## src/rtl/rs232_rx_if.sv

```systemverilog
// rs232_rx_if: serial line input plus received-byte handshake and error pulses
interface rs232_rx_if;
    logic       rx;
    logic [7:0] data;
    logic       valid;
    logic       ready;
    logic       frame_err;
    logic       overrun;
    modport master (output rx, ready, input data, valid, frame_err, overrun);
    modport slave  (input rx, ready, output data, valid, frame_err, overrun);
endinterface

```

## src/rtl/rs232_rx.sv

```systemverilog
// rs232_rx: 16x oversampled 8N1 UART receiver with a one-byte holding buffer
module rs232_rx #(
    parameter int CLOCK_HZ = 50_000_000,
    parameter int BAUDRATE = 115_200
) (
    input  logic       clk,
    input  logic       rst,
    rs232_rx_if.slave  bus
);
    localparam int DIV = CLOCK_HZ / (16 * BAUDRATE);
    localparam int DW  = (DIV > 1) ? $clog2(DIV) : 1;

    typedef enum logic [1:0] {IDLE, START, DATA, STOP} state_t;

    state_t        state_q;
    logic          sync1_q, sync2_q;
    logic [DW-1:0] div_q;
    logic [3:0]    idx_q;
    logic [2:0]    bit_q;
    logic [1:0]    smp_q;
    logic [7:0]    shift_q, data_q;
    logic          valid_q, ferr_q, ovr_q, brk_q;
    logic          tick, maj, done;

    assign tick = (div_q == DW'(DIV - 1));
    assign maj  = (smp_q[0] & smp_q[1]) | (smp_q[0] & sync2_q) | (smp_q[1] & sync2_q);
    assign done = (state_q == STOP) && !brk_q && tick && (idx_q == 4'd9) && maj;

    assign bus.data      = data_q;
    assign bus.valid     = valid_q;
    assign bus.frame_err = ferr_q;
    assign bus.overrun   = ovr_q;

    // two-flop synchronizer, idles high so reset never looks like a start bit
    always_ff @(posedge clk or negedge rst) begin
        if (!rst) begin
            sync1_q <= 1'b1;
            sync2_q <= 1'b1;
        end else begin
            sync1_q <= bus.rx;
            sync2_q <= sync1_q;
        end
    end

    // frame FSM with oversample divider, mid-bit majority voting and output buffer
    always_ff @(posedge clk or negedge rst) begin
        if (!rst) begin
            state_q <= IDLE;
            div_q   <= '0;
            idx_q   <= 4'd0;
            bit_q   <= 3'd0;
            smp_q   <= 2'b00;
            shift_q <= 8'h00;
            data_q  <= 8'h00;
            valid_q <= 1'b0;
            ferr_q  <= 1'b0;
            ovr_q   <= 1'b0;
            brk_q   <= 1'b0;
        end else begin
            ferr_q <= 1'b0;
            ovr_q  <= 1'b0;
            div_q  <= (state_q == IDLE || tick) ? '0 : div_q + 1'b1;
            if (tick) idx_q <= idx_q + 4'd1;
            if (tick && idx_q == 4'd7) smp_q[0] <= sync2_q;
            if (tick && idx_q == 4'd8) smp_q[1] <= sync2_q;
            case (state_q)
                IDLE: begin
                    idx_q <= 4'd0;
                    if (!sync2_q) state_q <= START;
                end
                START: begin
                    if (tick && idx_q == 4'd9 && maj) begin
                        state_q <= IDLE;
                    end else if (tick && idx_q == 4'd15) begin
                        state_q <= DATA;
                        bit_q   <= 3'd0;
                    end
                end
                DATA: begin
                    if (tick && idx_q == 4'd9) shift_q <= {maj, shift_q[7:1]};
                    if (tick && idx_q == 4'd15) begin
                        bit_q <= bit_q + 3'd1;
                        if (bit_q == 3'd7) state_q <= STOP;
                    end
                end
                STOP: begin
                    if (brk_q) begin
                        if (sync2_q) begin
                            brk_q   <= 1'b0;
                            state_q <= IDLE;
                        end
                    end else if (tick && idx_q == 4'd9) begin
                        if (maj) begin
                            state_q <= IDLE;
                        end else begin
                            brk_q  <= 1'b1;
                            ferr_q <= 1'b1;
                        end
                    end
                end
                default: state_q <= IDLE;
            endcase
            if (done) begin
                if (!valid_q || bus.ready) begin
                    data_q  <= shift_q;
                    valid_q <= 1'b1;
                end else begin
                    ovr_q <= 1'b1;
                end
            end else if (bus.ready) begin
                valid_q <= 1'b0;
            end
        end
    end
endmodule

```

## src/flat_wrapper.sv

```systemverilog
// flat-port wrapper written by rule: the top's interface ports become plain ports
module rs232_rx_flat 
#(
    parameter int CLOCK_HZ = 50_000_000,
    parameter int BAUDRATE = 115_200
)
  (clk, rst, bus_rx, bus_ready, bus_data, bus_valid, bus_frame_err, bus_overrun);
  rs232_rx_if bus_i ();
  input  logic clk;
  input  logic rst;
  input wire logic [$bits(bus_i.rx)-1:0] bus_rx;
  input wire logic [$bits(bus_i.ready)-1:0] bus_ready;
  output wire logic [$bits(bus_i.data)-1:0] bus_data;
  output wire logic [$bits(bus_i.valid)-1:0] bus_valid;
  output wire logic [$bits(bus_i.frame_err)-1:0] bus_frame_err;
  output wire logic [$bits(bus_i.overrun)-1:0] bus_overrun;
  assign bus_i.rx = bus_rx;
  assign bus_i.ready = bus_ready;
  assign bus_data = bus_i.data;
  assign bus_valid = bus_i.valid;
  assign bus_frame_err = bus_i.frame_err;
  assign bus_overrun = bus_i.overrun;
  rs232_rx #(.CLOCK_HZ(CLOCK_HZ), .BAUDRATE(BAUDRATE)) u_core (.clk(clk), .rst(rst), .bus(bus_i));
endmodule
```

## config.mk

```make
export PLATFORM = sky130hd
export DESIGN_NAME = rs232_rx_flat
export DESIGN_NICKNAME = d
export VERILOG_FILES = /design/src/rtl/rs232_rx_if.sv /design/src/rtl/rs232_rx.sv /design/src/flat_wrapper.sv
export SDC_FILE = /design/constraint.sdc
export NUM_CORES = 1
export LEC_CHECK = 0
export ABC_AREA = 1
export CORE_MARGIN = 1.5
export CORE_UTILIZATION = 25
export DETAILED_ROUTE_END_ITERATION = 10
export GPL_ROUTABILITY_DRIVEN = 0
export GPL_TIMING_DRIVEN = 0
export PLACE_DENSITY = 0.43
export SLEW_MARGIN = 40
export SYNTH_ARGS = -nofsm -noshare
export SYNTH_HDL_FRONTEND = slang
export SYNTH_SLANG_ARGS = --single-unit
```

## constraint.sdc

```tcl
create_clock -name clk -period 1.6 [get_ports clk]
set_input_delay 0.24 -clock clk [delete_from_list [all_inputs] [get_ports clk]]
set_output_delay 0.24 -clock clk [all_outputs]
set_load 0.005 [all_outputs]
```

## After elaboration in Yosys (flattened, before gate mapping)

Index checks and enable logic that the tools add are counted.

| word-level totals | value |
|---|---|
| bits in registers | 38 |
| input bits | 4 |
| output and inout port bits | 11 |

| cells by class | value |
|---|---|
| add/subtract/negate cells | 3 |
| equal/unequal tests | 19 |
| muxes and demuxes | 28 |
| bitwise logic cells | 5 |
| reductions and logical operators | 22 |

Operator list:

| kind | count |
|---|---|
| 2-to-1 mux 2 bit | 9 |
| == test 4 bit, second input constant | 3 |
| 2-to-1 mux 1 bit | 11 |
| logical AND 1 bit | 9 |
| 2-to-1 mux 3 bit | 3 |
| 2-to-1 mux 4 bit | 2 |
| case mux 2 bit (4 select lines) | 1 |
| AND reduction 7 bit | 1 |
| inequality test 2 x 1 -> 1 bit, second input constant | 3 |
| inequality test 2 bit, second input constant | 3 |
| inequality test 3 x 1 -> 1 bit, second input constant | 2 |
| inequality test 3 x 2 -> 1 bit, second input constant | 2 |
| case mux 3 bit (2 select lines) | 1 |
| AND reduction 2 bit | 3 |
| nonzero test 2 bit | 3 |
| adder 5 x 1 -> 5 bit, second input constant | 1 |
| == test 5 bit, second input constant | 1 |
| 2-to-1 mux 5 bit | 1 |
| adder 4 x 1 -> 4 bit, second input constant | 1 |
| == test 2 bit, second input constant | 2 |
| == test 4 x 3 -> 1 bit, second input constant | 1 |
| AND reduction 4 bit | 1 |
| adder 3 x 1 -> 3 bit, second input constant | 1 |
| AND 1 bit | 3 |
| other kinds (6) | 9 |

## Longest topological paths before layout

| depth | value |
|---|---|
| depth in word-level cells | 7 |
| gate-level depth with buffers | 13 |
| mapped depth without buffers | 12 |

## Worst setup path before layout

OpenSTA, ideal clock, no wires.

| timing | value |
|---|---|
| path type | register to register |
| from | register u_core.div_q[0] |
| to | register u_core.shift_q[0] |
| library setup time | 0.126 ns |
| arrival time | 1.346 ns |
| required time | 1.474 ns |
| slack | 0.127 ns |
| stages on the path, launching flop included | 12 |
| buffers on the path | 2 |
| path through | dfrtp_1 inv_1 ha_1 nand2_1 nor2_2 buf_6 nand2_1 inv_2 nand2_2 buf_6 nand2_1 o21ai_0 |

| on the way | value |
|---|---|
| cells in the longest elaborated chain, start to end | 3 |

RTL lines:

| what | line | source |
|---|---|---|
| start, declared | rs232_rx.sv:17 | `logic [DW-1:0] div_q;` |
| start signal, assigned | rs232_rx.sv:62 | `div_q <= (state_q == IDLE \|\| tick) ? '0 : div_q + 1'b1;` |
| == test 5 bit | rs232_rx.sv:25 | `assign tick = (div_q == DW'(DIV - 1));` |
| logical AND 1 bit | rs232_rx.sv:80 | `if (tick && idx_q == 4'd9) shift_q <= {maj, shift_q[7:1]};` |
| AND reduction 2 bit (no line) | n/a |  |
| end signal, assigned | rs232_rx.sv:80 |  |
| end, declared | rs232_rx.sv:21 | `logic [7:0] shift_q, data_q;` |

No other way between the ends.
A chain may end at the register's enable or synchronous reset.

## Worst setup path in the final report

| timing | value |
|---|---|
| from | register u_core.div_q[0] |
| to | register u_core.state_q[0] |

| on the way | value |
|---|---|
| cells in the longest elaborated chain, start to end | 5 |

RTL lines:

| what | line | source |
|---|---|---|
| == test 5 bit (*) | rs232_rx.sv:25 |  |
| logical AND 1 bit | rs232_rx.sv:72, rs232_rx.sv:92 |  |
| logical AND 1 bit | rs232_rx.sv:72 | `if (tick && idx_q == 4'd9 && maj) begin` |
| inequality test 3 x 1 -> 1 bit (no line) or 2-to-1 mux 2 bit (tied branches) | n/a |  |
| AND reduction 7 bit (no line) or case mux 2 bit (4 select lines) (tied branches) | n/a |  |
| end signal, assigned | rs232_rx.sv:73 | `state_q <= IDLE;` |
| end signal, assigned | rs232_rx.sv:75 | `state_q <= DATA;` |
| end signal, assigned | rs232_rx.sv:94 | `state_q <= IDLE;` |
| end, declared | rs232_rx.sv:15 | `state_t state_q;` |

Every way passes the cells marked *; elsewhere a longest branch is shown, timed or not.

==> impl_metrics.env <==
export IMPL_post_route_drc_count=0
export IMPL_start_util=0.258
export IMPL_grt_setup_unrepaired="yes"
export IMPL_grt_pass1_vias=1237
export IMPL_min_from="u_core.sync1_q$_DFF_PN1_"
export IMPL_insertion_delay_ns=0.29
export IMPL_min_period_ns=1.49
export IMPL_relSlewSlack=0.681
export IMPL_cts_root_buf="clkbuf_8"
export IMPL_finalCritPeriodShare=0.929
export IMPL_io_pins=15
export IMPL_finClkSkew_ns=0.00655
export IMPL_timing_rr_start="u_core.div_q[0]$_DFF_PN0_"
export IMPL_drt_iter0_markers=40
export IMPL_crit_path_start_kind="register"
export IMPL_core_rowCount=30
export IMPL_avgSynthCellArea_um2=9.36
export IMPL_die_width_um=86.5
export IMPL_synth_distinct_cells=24
export IMPL_final_net_count=227
export IMPL_yosys_warnings=0
export IMPL_path_buf_inv=3
export IMPL_ir_drop_mv=0.341
export IMPL_drt_wl_total_um=3230
export IMPL_grt_pass1_wl_um=5660
export IMPL_p_leak_uw=0.00106
export IMPL_critical_path_top_delay_family="simple AND/OR/NAND/NOR gates"
export IMPL_dieArea_mm2=0.00748
export IMPL_slew_violations=0
export IMPL_cp_required_ns=1.79
export IMPL_gr_total_overflow=0
export IMPL_cp_arrival_ns=1.67
export IMPL_pre_cts_ws_ns=-0.117
export IMPL_grt_usage=0.0973
export IMPL_cts_buffer_depth=2
export IMPL_cts_made_buffers=5
export IMPL_antenna_found_initial=0
export IMPL_vias=1240
export IMPL_core_mm2=0.00676
export IMPL_drt_first_pass_iters=4
export IMPL_fillCellCount=697
export IMPL_drt_vias_per_instance=4.18
export IMPL_max_stage_delay_ns=0.38
export IMPL_crit_top_cell="nand2_1"
export IMPL_final_core_util=0.329
export IMPL_crit_type="reg2reg"
export IMPL_drive_gt1_frac=0.226
export IMPL_io_buffers=14
export IMPL_total_power_uw=1790
export IMPL_seq_area_frac_synth=0.547
export IMPL_status="finished clean"
export IMPL_ant_nets=0
export IMPL_finalWorstSetupSlack_ns=0.113
export IMPL_hp_class="reg2reg"
export IMPL_routedWlPerCell_um=10.9
export IMPL_path_clk_slew_ns=0.08
export IMPL_crit_path_start="u_core.div_q[0]$_DFF_PN0_"
export IMPL_p_per_area_mw_per_mm2=807
export IMPL_cts_num_sinks=38
export IMPL_crit_fanout=4
export IMPL_hpwlAfterDp_um=2200
export IMPL_synthCells=186
export IMPL_hold_viol=0
export IMPL_path_cells="inv_1, ha_2, nand2_2, nor2_4, buf_6, buf_6, nand2_1, nand2_1, nand2_1, nand2_2, nand2_2, nand2_1, nand2_1"
export IMPL_die_y_um=86.5
export IMPL_grt_max_degree=39
export IMPL_synthToLayoutAreaGrowth_pct=27.7
export IMPL_synth_seq_cells=38
export IMPL_worstSetupEndpointType="register"
export IMPL_cts_tree="yes"
export IMPL_htree_levels=2
export IMPL_maxCapViolations=0
export IMPL_fmax_ghz=0.673
export IMPL_synth_fp_nets=197
export IMPL_insertedDiodeCount=0
export IMPL_worstMarginPinSlew_ns=0.478
export IMPL_synthesis_area_mm2=0.00174
export IMPL_setup_violations=0
export IMPL_crit_slowest_cell="dfrtp_1"
-- worst paths after layout --
kind | to | slack (ns) | depth (start not counted)
min | u_core.sync2_q$_DFF_PN1_ | 0.36 | 0
max reg2reg | u_core.state_q[0]$_DFFE_PN0P_ | 0.11 | 13
min in group asynchronous | u_core.bus.data[0]$_DFFE_PN0P_ | 0.47 | 2
max in group asynchronous | u_core.sync2_q$_DFF_PN1_ | 0.78 | 2
max | u_core.state_q[0]$_DFFE_PN0P_ | 0.11 | 13
min reg2reg | u_core.sync2_q$_DFF_PN1_ | 0.36 | 0
-- what timing repair did --
action | in CTS | in global routing
endpoints found under the setup margin | 11 | 24
hold buffers | 1 | 0
endpoints found under the hold margin | 36 | 0
gates resized for setup | 5 | 17
pin swaps | 0 | 3
buffers inserted | 2 | 5
cloned | 1 | 0
-- sequential cells by signal, indices dropped and copies added (netlist names), named ones only --
signal / count
u_core.state_q: 1
u_core.idx_q: 4
u_core.div_q: 5
u_core.sync2_q: 1
u_core.shift_q: 8
u_core.bus.valid: 1
u_core.bus.overrun: 1
u_core.smp_q: 2
u_core.brk_q: 1
u_core.bus.frame_err: 1
u_core.sync1_q: 1
u_core.bit_q: 3
u_core.bus.data: 8
-- worst reg2reg max path, delay by kind of cell (launching register included) --
family	cells	cell delay, ns
DFF	1	0.38
adders and majority gates	1	0.16
buffers and inverters	3	0.27
and+or+nand+nor	9	0.58
-- metal layers --
layer  share of wire  track usage
met5               0            0
met4           0.017       0.0440
met3           0.025       0.0200
met2            0.42        0.146
met1            0.53        0.135
-- Yosys cell counts --
master | number | area share
nand2_1 | 47 | 0.10
nor2_4 | 1 | 0.0065
dfstp_2 | 2 | 0.030
xor2_1 | 2 | 0.010
or2_4 | 1 | 0.0050
inv_2 | 1 | 0.0022
inv_1 | 23 | 0.050
nand3_1 | 9 | 0.026
nand2_2 | 2 | 0.0072
nor2_2 | 1 | 0.0036
dfrtp_1 | 36 | 0.52
ha_1 | 7 | 0.050
nor3b_1 | 1 | 0.0043
nand4_1 | 3 | 0.011
o21ai_2 | 8 | 0.040
buf_6 | 3 | 0.019
nand4_4 | 1 | 0.012
nor2_1 | 13 | 0.028
nor3_1 | 2 | 0.0057
o21ai_1 | 3 | 0.0086
o21ai_0 | 12 | 0.034
o211a_1 | 1 | 0.0057
a21oi_1 | 6 | 0.017
o31ai_1 | 1 | 0.0043
-- kinds of logic after synthesis --
family / share of synthesized area
buffers and inverters: 0.0711
adders and majority gates: 0.0503
xor gates and xnor gates: 0.0101
AOI/OAI and AO/OA: 0.111
DFF: 0.547
and+or+nand+nor: 0.210
-- per-stage QoR --
stage	TNS (ns)	cell area, um^2	cells	hold WS, ns
CTS	0	2140	292	0.358
detailed placement	-0.715	1980	280	0.241
floorplan	0	1740	186	-0.0556
global placement	-27.60	1980	280	0.352
finish	0	2220	297	0.360
global route	-0.0664	2220	297	0.362
-- area by class of cell --
cell class	count	area (um^2)	share of cell area
Sequential cell	38	953	0.429
Clock buffer	5	68.8	0.0310
Timing Repair Buffer	23	215	0.0968
Multi-Input combinational cell	121	716	0.322
Clock inverter	3	40.0	0.0180
Inverter	24	92.6	0.0416
Tap cell	80	100	0.0450
Buffer	3	37.5	0.0169
-- layout by cell type, fill, tap and decap left out, types with 2 or more instances in the layout --
master / n
nand2_1: 42
dfrtp_1: 36
inv_1: 22
clkdlybuf4s50_1: 13
o21ai_0: 11
nor2_1: 10
nand3_1: 8
o21ai_2: 8
buf_4: 7
ha_1: 6
nand2_2: 5
a21oi_1: 5
clkbuf_8: 5
buf_6: 4
o21ai_1: 4
nor2_4: 3
nand4_1: 3
xor2_1: 2
nand2_4: 2
nor3_1: 2
nor2_2: 2
clkinv_2: 2
dfstp_2: 2
-- power by group --
| group | total, uW | switching [uW] | internal (uW) |
|---|---|---|---|
| sequential | 966 | 1.43 | 964 |
| combinational | 28.7 | 20.7 | 7.90 |
| clock | 800 | 341 | 459 |
No activity file was read; power rests on OpenSTA's default activity.
